## src/rtl/vec_mem_pkg.sv

```systemverilog
// Shared types and default region map for the vector memory controller.
// Word-addressed regions: IMEM, ROM, RAM.
package vec_mem_pkg;

  typedef enum logic [1:0] {
    IDLE,
    ACCESS,
    DRAIN,
    RESP
  } state_t;

  typedef enum logic [1:0] {
    REG_NONE,
    REG_IMEM,
    REG_ROM,
    REG_RAM
  } region_t;

  localparam int DEF_IMEM_BASE = 0;
  localparam int DEF_IMEM_SIZE = 1000;
  localparam int DEF_ROM_BASE  = 1000;
  localparam int DEF_ROM_SIZE  = 150000;
  localparam int DEF_RAM_BASE  = 151000;
  localparam int DEF_RAM_SIZE  = 150000;

endpackage

```

## src/rtl/vec_mem_decode.sv

```systemverilog
// Range-to-region classifier: the whole span lo..lo+cnt-1 must sit
// inside one region, otherwise REG_NONE. Offset is lo minus base.
module vec_mem_decode
  import vec_mem_pkg::*;
#(
  parameter int S         = 32,
  parameter int IMEM_BASE = DEF_IMEM_BASE,
  parameter int IMEM_SIZE = DEF_IMEM_SIZE,
  parameter int ROM_BASE  = DEF_ROM_BASE,
  parameter int ROM_SIZE  = DEF_ROM_SIZE,
  parameter int RAM_BASE  = DEF_RAM_BASE,
  parameter int RAM_SIZE  = DEF_RAM_SIZE
) (
  input  logic [S-1:0] lo,
  input  logic [S-1:0] cnt,
  output region_t      region,
  output logic [S-1:0] offset
);

  // Two guard bits keep lo-base underflow and
  // lo+cnt overflow from aliasing into a region.
  localparam int W = S + 2;

  logic [W-1:0] lo_w;
  logic [W-1:0] cnt_w;
  logic [W-1:0] off_i;
  logic [W-1:0] off_o;
  logic [W-1:0] off_r;

  assign lo_w  = W'(lo);
  assign cnt_w = W'(cnt);
  assign off_i = lo_w - W'(IMEM_BASE);
  assign off_o = lo_w - W'(ROM_BASE);
  assign off_r = lo_w - W'(RAM_BASE);

  function automatic logic fits(
    input logic [W-1:0] off,
    input logic [W-1:0] n,
    input int           size
  );
    return (off < W'(size)) &&
           (off + n <= W'(size));
  endfunction

  // Pick the single region that holds the full span
  always_comb begin
    region = REG_NONE;
    offset = '0;
    if (fits(off_i, cnt_w, IMEM_SIZE)) begin
      region = REG_IMEM;
      offset = off_i[S-1:0];
    end else if (fits(off_o, cnt_w, ROM_SIZE)) begin
      region = REG_ROM;
      offset = off_o[S-1:0];
    end else if (fits(off_r, cnt_w, RAM_SIZE)) begin
      region = REG_RAM;
      offset = off_r[S-1:0];
    end
  end

endmodule

```

## src/rtl/vec_mem_controller.sv

```systemverilog
// Instruction fetch plus a beat-serialising vector data port.
// Define VEC_MEM_BOUNDS_CHECK_EN to report rejected requests on err.
module vec_mem_controller
  import vec_mem_pkg::*;
#(
  parameter int S         = 32,
  parameter int V         = 192,
  parameter int IMEM_BASE = DEF_IMEM_BASE,
  parameter int IMEM_SIZE = DEF_IMEM_SIZE,
  parameter int ROM_BASE  = DEF_ROM_BASE,
  parameter int ROM_SIZE  = DEF_ROM_SIZE,
  parameter int RAM_BASE  = DEF_RAM_BASE,
  parameter int RAM_SIZE  = DEF_RAM_SIZE
) (
  input  logic         clk,
  input  logic         reset,
  input  logic [S-1:0] pc,
  output logic [S-1:0] instruction,
  output logic [S-1:0] imem_addr,
  input  logic [S-1:0] imem_data,
  input  logic         req_valid,
  output logic         req_ready,
  input  logic         we,
  input  logic         VecOp,
  input  logic [S-1:0] address,
  input  logic [V-1:0] wd,
  output logic         resp_valid,
  output logic [V-1:0] rd,
  output logic         err,
  output logic         mem_sel,
  output logic         mem_en,
  output logic         mem_we,
  output logic [S-1:0] mem_addr,
  output logic [S-1:0] mem_wd,
  input  logic [S-1:0] rom_rd,
  input  logic [S-1:0] ram_rd
);

  localparam int LANES = V / S;
  localparam int IW = (LANES > 1) ? $clog2(LANES) : 1;

  region_t      f_region;
  logic [S-1:0] f_off;
  region_t      d_region;
  logic [S-1:0] d_off;
  logic [S-1:0] d_cnt;
  logic         ok_req;

  state_t        state;
  logic          we_q;
  logic          vec_q;
  logic          sel_q;
  logic [S-1:0]  off_q;
  logic [V-1:0]  wd_q;
  logic [IW-1:0] beat;
  logic          last;
  logic          cap_v;
  logic [IW-1:0] cap_idx;
  logic          cap_sel;
  logic [V-1:0]  acc;
  logic [V-1:0]  acc_nxt;

  vec_mem_decode #(
    .S(S),
    .IMEM_BASE(IMEM_BASE), .IMEM_SIZE(IMEM_SIZE),
    .ROM_BASE(ROM_BASE),   .ROM_SIZE(ROM_SIZE),
    .RAM_BASE(RAM_BASE),   .RAM_SIZE(RAM_SIZE)
  ) u_fetch_dec (
    .lo(pc),
    .cnt(S'(1)),
    .region(f_region),
    .offset(f_off)
  );

  assign d_cnt = VecOp ? S'(LANES) : S'(1);

  vec_mem_decode #(
    .S(S),
    .IMEM_BASE(IMEM_BASE), .IMEM_SIZE(IMEM_SIZE),
    .ROM_BASE(ROM_BASE),   .ROM_SIZE(ROM_SIZE),
    .RAM_BASE(RAM_BASE),   .RAM_SIZE(RAM_SIZE)
  ) u_data_dec (
    .lo(address),
    .cnt(d_cnt),
    .region(d_region),
    .offset(d_off)
  );

  assign imem_addr = (f_region == REG_IMEM) ? f_off : '0;

  // Fetch path: one-cycle registered instruction word
  always_ff @(posedge clk or posedge reset) begin
    if (reset) begin
      instruction <= '0;
    end else begin
      instruction <= (f_region == REG_IMEM) ?
                     imem_data : '0;
    end
  end

  // ROM takes reads only; RAM takes both
  assign ok_req = (d_region == REG_RAM) ||
                  ((d_region == REG_ROM) && !we);

  assign last = !vec_q || (beat == IW'(LANES - 1));

  assign req_ready = (state == IDLE);
  assign mem_en    = (state == ACCESS);
  assign mem_we    = mem_en && we_q;
  assign mem_sel   = mem_en && sel_q;
  assign mem_addr  = mem_en ? off_q + S'(beat) : '0;
  assign mem_wd    = mem_we ?
                     wd_q[int'(beat)*S +: S] : '0;

  // Merge the read beat returning this cycle into the lane buffer
  always_comb begin
    acc_nxt = acc;
    if (cap_v) begin
      acc_nxt[int'(cap_idx)*S +: S] =
        cap_sel ? ram_rd : rom_rd;
    end
  end

  // Data FSM: accept, stream beats, drain last read, respond
  always_ff @(posedge clk or posedge reset) begin
    if (reset) begin
      state      <= IDLE;
      we_q       <= 1'b0;
      vec_q      <= 1'b0;
      sel_q      <= 1'b0;
      off_q      <= '0;
      wd_q       <= '0;
      beat       <= '0;
      cap_v      <= 1'b0;
      cap_idx    <= '0;
      cap_sel    <= 1'b0;
      acc        <= '0;
      rd         <= '0;
      resp_valid <= 1'b0;
    end else begin
      cap_v      <= 1'b0;
      resp_valid <= 1'b0;
      if (cap_v) acc <= acc_nxt;
      case (state)
        IDLE: begin
          if (req_valid) begin
            we_q  <= we;
            vec_q <= VecOp;
            wd_q  <= wd;
            off_q <= d_off;
            sel_q <= (d_region == REG_RAM);
            beat  <= '0;
            acc   <= '0;
            state <= ok_req ? ACCESS : DRAIN;
          end
        end
        ACCESS: begin
          cap_v   <= !we_q;
          cap_idx <= beat;
          cap_sel <= sel_q;
          beat    <= beat + 1'b1;
          if (last) state <= DRAIN;
        end
        DRAIN: begin
          rd         <= acc_nxt;
          resp_valid <= 1'b1;
          state      <= RESP;
        end
        RESP: begin
          state <= IDLE;
        end
        default: begin
          state <= IDLE;
        end
      endcase
    end
  end

`ifdef VEC_MEM_BOUNDS_CHECK_EN
  logic bad_q;

  // Remember rejected requests and flag them with the response
  always_ff @(posedge clk or posedge reset) begin
    if (reset) begin
      bad_q <= 1'b0;
      err   <= 1'b0;
    end else begin
      if (state == IDLE && req_valid) bad_q <= !ok_req;
      err <= (state == DRAIN) && bad_q;
    end
  end
`else
  assign err = 1'b0;
`endif

endmodule
```

## config.mk

```make
export PLATFORM = sky130hd
export DESIGN_NAME = vec_mem_controller
export DESIGN_NICKNAME = d
export VERILOG_FILES = /design/src/rtl/vec_mem_pkg.sv /design/src/rtl/vec_mem_decode.sv /design/src/rtl/vec_mem_controller.sv
export SDC_FILE = /design/constraint.sdc
export NUM_CORES = 2
export LEC_CHECK = 0
export CORE_AREA = 5 5 385 387
export DETAILED_ROUTE_END_ITERATION = 8
export DIE_AREA = 0 0 390 392
export PLACE_DENSITY = 0.56
export SLEW_MARGIN = 20
export SYNTH_ARGS = -nofsm -noshare
export SYNTH_HDL_FRONTEND = slang
export SYNTH_HIERARCHICAL = 1
export SYNTH_SLANG_ARGS = --single-unit
```

## constraint.sdc

```tcl
create_clock -name clk -period 38 [get_ports clk]
set_input_delay 11.4 -clock clk [delete_from_list [all_inputs] [get_ports clk]]
set_output_delay 11.4 -clock clk [all_outputs]
set_load 0.02 [all_outputs]
```

==> flow_summary.ini <==
[run_status]
result_of_the_run = completed

[logic_synthesis]
largest_family_of_logic_cells_by_synthesized_area = simple AND/OR/NAND/NOR gates
synth_largest_area_cell = dfrtp_1
async_flop_share_pct = 100
yosysWarnings = 6
synth_cells = 5136
yosys_most_used_dff = dfrtp_1
yosysTopAreaCellShare_pct = 38.0
synth_seq_cells = 654
netlist-cell-type-count = 108
synth_xor_area_share_pct = 4.13
synthMuxAreaShare_pct = 8.41
synth-seq-area-share_pct = 38.0
synth.area.top_cells = dfrtp_1 38%, nand2_1 8.1%, ha_1 5.6%
syn-cell-area_um2 = 43000
compound_gate_portion_of_the_synthesized_area_pct = 16.6
yosys.area_share.simple_pct = 22.4
syn-mean-instance-area_um2 = 8.38
synth_adder_area_share_pct = 5.75
synth_enable_flop_cells = 0

[sta]
final_slew_violations = 0
timing.final.hold_violations = 0
timing.max_slew.rel_slack_pct = 20.8
final_min_period_over_clock_period_pct = 78.6
clock.fmax_ghz = 0.0335
rsz0062_at_grt = no
setup_viol = 0
min_period_ns = 29.87
tightest_slew_ns = 1.19
setup_tns_ns = 0
clock_skew_ns = 0.0491

[floorplan]
die_w_um = 390
core.rowCount = 140
dieHeight_um = 392
die-area_um2 = 153000
core-area_um2 = 145000
number_of_ports_placed_on_the_die_boundary = 683
initial_core_util_pct = 29.8

[power_and_ir_drop]
leakagePower_nw = 23.8
vdd_ir_drop_max_mv = 0.0412
pwr_density_cell_nw_per_um2 = 59.3

[worst_hold_path]
worst_hold_path.num_cells = 2
timing.hold.worst.class = flop to flop
hold-path-endpoint = wd_q[184]
min-delay-start = wd_q[184]

[drt]
detail_route.vias_per_cell = 5.13
vias = 39844
routedWlPerCell_um = 21.0
first_iter_violations = 2871
drt-total-wl_um = 163000
drt_first_pass_iters = 6
drc = 0
route.antenna.remaining_nets = 0

[setup_path]
cpLargestDelayFamily = simple AND/OR/NAND/NOR gates
worst-r2r-cell-count = 7
critPathSlowestCell = clkdlybuf4s50_1
cp-end-kind = output pin
slowest_delay_ns = 0.96
setup.reg_to_reg.worst_slack_ns = 33.33
crit_buf_inv = 4
critical_path.reg2reg.startpoint = state[0]
data_required_critical_path_ns = 26.60
crit_chain = clkdlybuf4s50_1 > a31oi_1 > o31ai_1 > and2_1 > nor2_1 > xnor2_1 > inv_1 > ha_1 > and3_1 > nand4_1 > o221ai_1 > a221oi_1 > xnor2_1 > a2111oi_0 > nand4_1 > nor2_2 > nand2_1 > nand2_1 > nor2b_2 > buf_4 > and2_1 > clkdlybuf4s50_1
critical_path.max_fanout = 64
path_class = input port to output pin
worst_reg2reg_path_endpoint = acc[40]
critical_path_arrival_ns = 18.47
startpoint_types = input port

[finish]
share_of_layout_cells_above_drive_strength_1_pct = 5.51
final_area_um2 = 54500
syn_to_final_growth_pct = 26.6
fin_nets = 6332

[grt]
grt_pass1_wl_um = 243000
grt_start_max_net_pins = 162
grt-ovfl-total = 0
globalRouteTotalUtil_pct = 20.3
via_count_of_the_first_global_routing_pass = 39079
antenna_found_initial = 16

[cts]
hold_buffers = 0
clk_root_buffer_cell = clkbuf_16
clk_pin_slew_ns = 0.05
postCtsSetupBuffers = 0
cts-root-to-sink-buffers = 3
cts_tree = built
cts_made_buffers = 79
clkLatencyLatePin_ns = 0.68
h-tree-depth = 3
clock_sinks = 654
postCtsResizedCells = 0

[placed_design]
gp_routability_congestion = 0.891
place_area_um2 = 51800
numPortBuffers = 667
detailed_place_hpwl_um = 124000

[run]
cap_viol_max_count = 0
-- final cells by class --
class / count / area (µm²)
fillers: 14922 / 90000
flip-flops and latches: 654 / 16400
multi-input cells: 4202 / 25500
well taps: 1917 / 2400
diodes: 11 / 27.5
repair buffers: 706 / 7010
clock buffers: 113 / 2210
inverters: 136 / 518
clock inverters: 31 / 427
-- metal layers --
layer,part of all wire (%),vias up,track usage [%]
met5,0.069,-,0
li1,-,19092,-
met4,2.6,16,5.39
met2,46,1239,33.8
met1,43,19302,26.5
met3,7.4,195,4.99
-- synth_stat cells, drive strengths merged (32+ instances only) --
cell / number
mux4: 32
o21a: 35
nand3: 89
a21oi: 399
a211oi: 41
o211ai: 39
o21ai: 213
a21o: 65
buf: 89
nor2: 636
nand2: 935
inv: 134
nand4: 60
o31ai: 32
xor2: 93
a22oi: 39
ha: 193
nor4: 41
or3: 34
mux2i: 211
clkbuf: 256
a31oi: 36
and2: 89
xnor2: 110
mux2: 70
dfrtp: 654
nand2b: 39
nor3: 89
-- tightest hold or removal path, cell delays in order, from the launching register on --
cell and delay (ns):
dfrtp_1 0.33, nand2_1 0.05, nand2_1 0.05
-- registers in the layout (all words and copies together), names as in the netlist --
signal,flops
cap_sel,1
state,2
vec_q,1
we_q,1
beat,3
resp_valid,1
acc,192
cap_idx,3
off_q,32
wd_q,192
rd,192
instruction,32
sel_q,1
cap_v,1
-- through the flow --
stage          utilization (%)  cells  power, W  hold slack [ns]  setup WS, ns
3_3_place_gp              35.8   7614   0.00245            0.452          8.17
6_report                  37.7   7770   0.00323            0.466          8.13
2_1_floorplan                -   5337   0.00190            0.418          8.27
3_5_place_dp              35.8   7614   0.00247            0.457          8.23
4_1_cts                   37.7   7758   0.00326            0.472          8.22
5_1_grt                   37.7   7762   0.00344            0.485          7.72
-- report_power, final --
group,switching [W],internal (W),total [W]
Sequential,0.000139,0.000921,0.00106
Clock,0.000322,0.000446,0.000768
Combinational,0.000849,0.000553,0.00140
-- placed cells by master, fill, tap and decap left out, types with 59 or more instances in the layout --
cell type / instances
nand3_1: 89
clkbuf_16: 79
nor2_1: 634
and2_1: 87
nand4_1: 59
xor2_1: 93
nor3_1: 88
ha_1: 191
a21o_1: 65
o21ai_0: 210
mux2i_1: 211
inv_1: 132
a21oi_1: 398
conb_1: 205
clkdlybuf4s50_1: 667
nand2_1: 933
xnor2_1: 110
dfrtp_1: 651
mux2_2: 70
-- cells by family after synthesis --
kind of cell    Yosys count
compound gates         1119
other cells               4
simple gates           2166
buf+inv                 481
mux                     313
fa+ha+maj               196
xor+xnor                203
flops                   654
-- worst max path at each step --
stage | from | cells past startpoint | end | slack (ns)
after global placement | pc[6] | 22 | imem_addr[5] | 8.17
after global routing | pc[3] | 23 | imem_addr[10] | 7.72
after floorplan | reset | 1 | acc[0] | 8.27
final | pc[6] | 22 | imem_addr[13] | 8.13
after detailed placement | pc[6] | 22 | imem_addr[11] | 8.23
after CTS | pc[6] | 22 | imem_addr[11] | 8.22
Power figures use the tool's default switching activity.
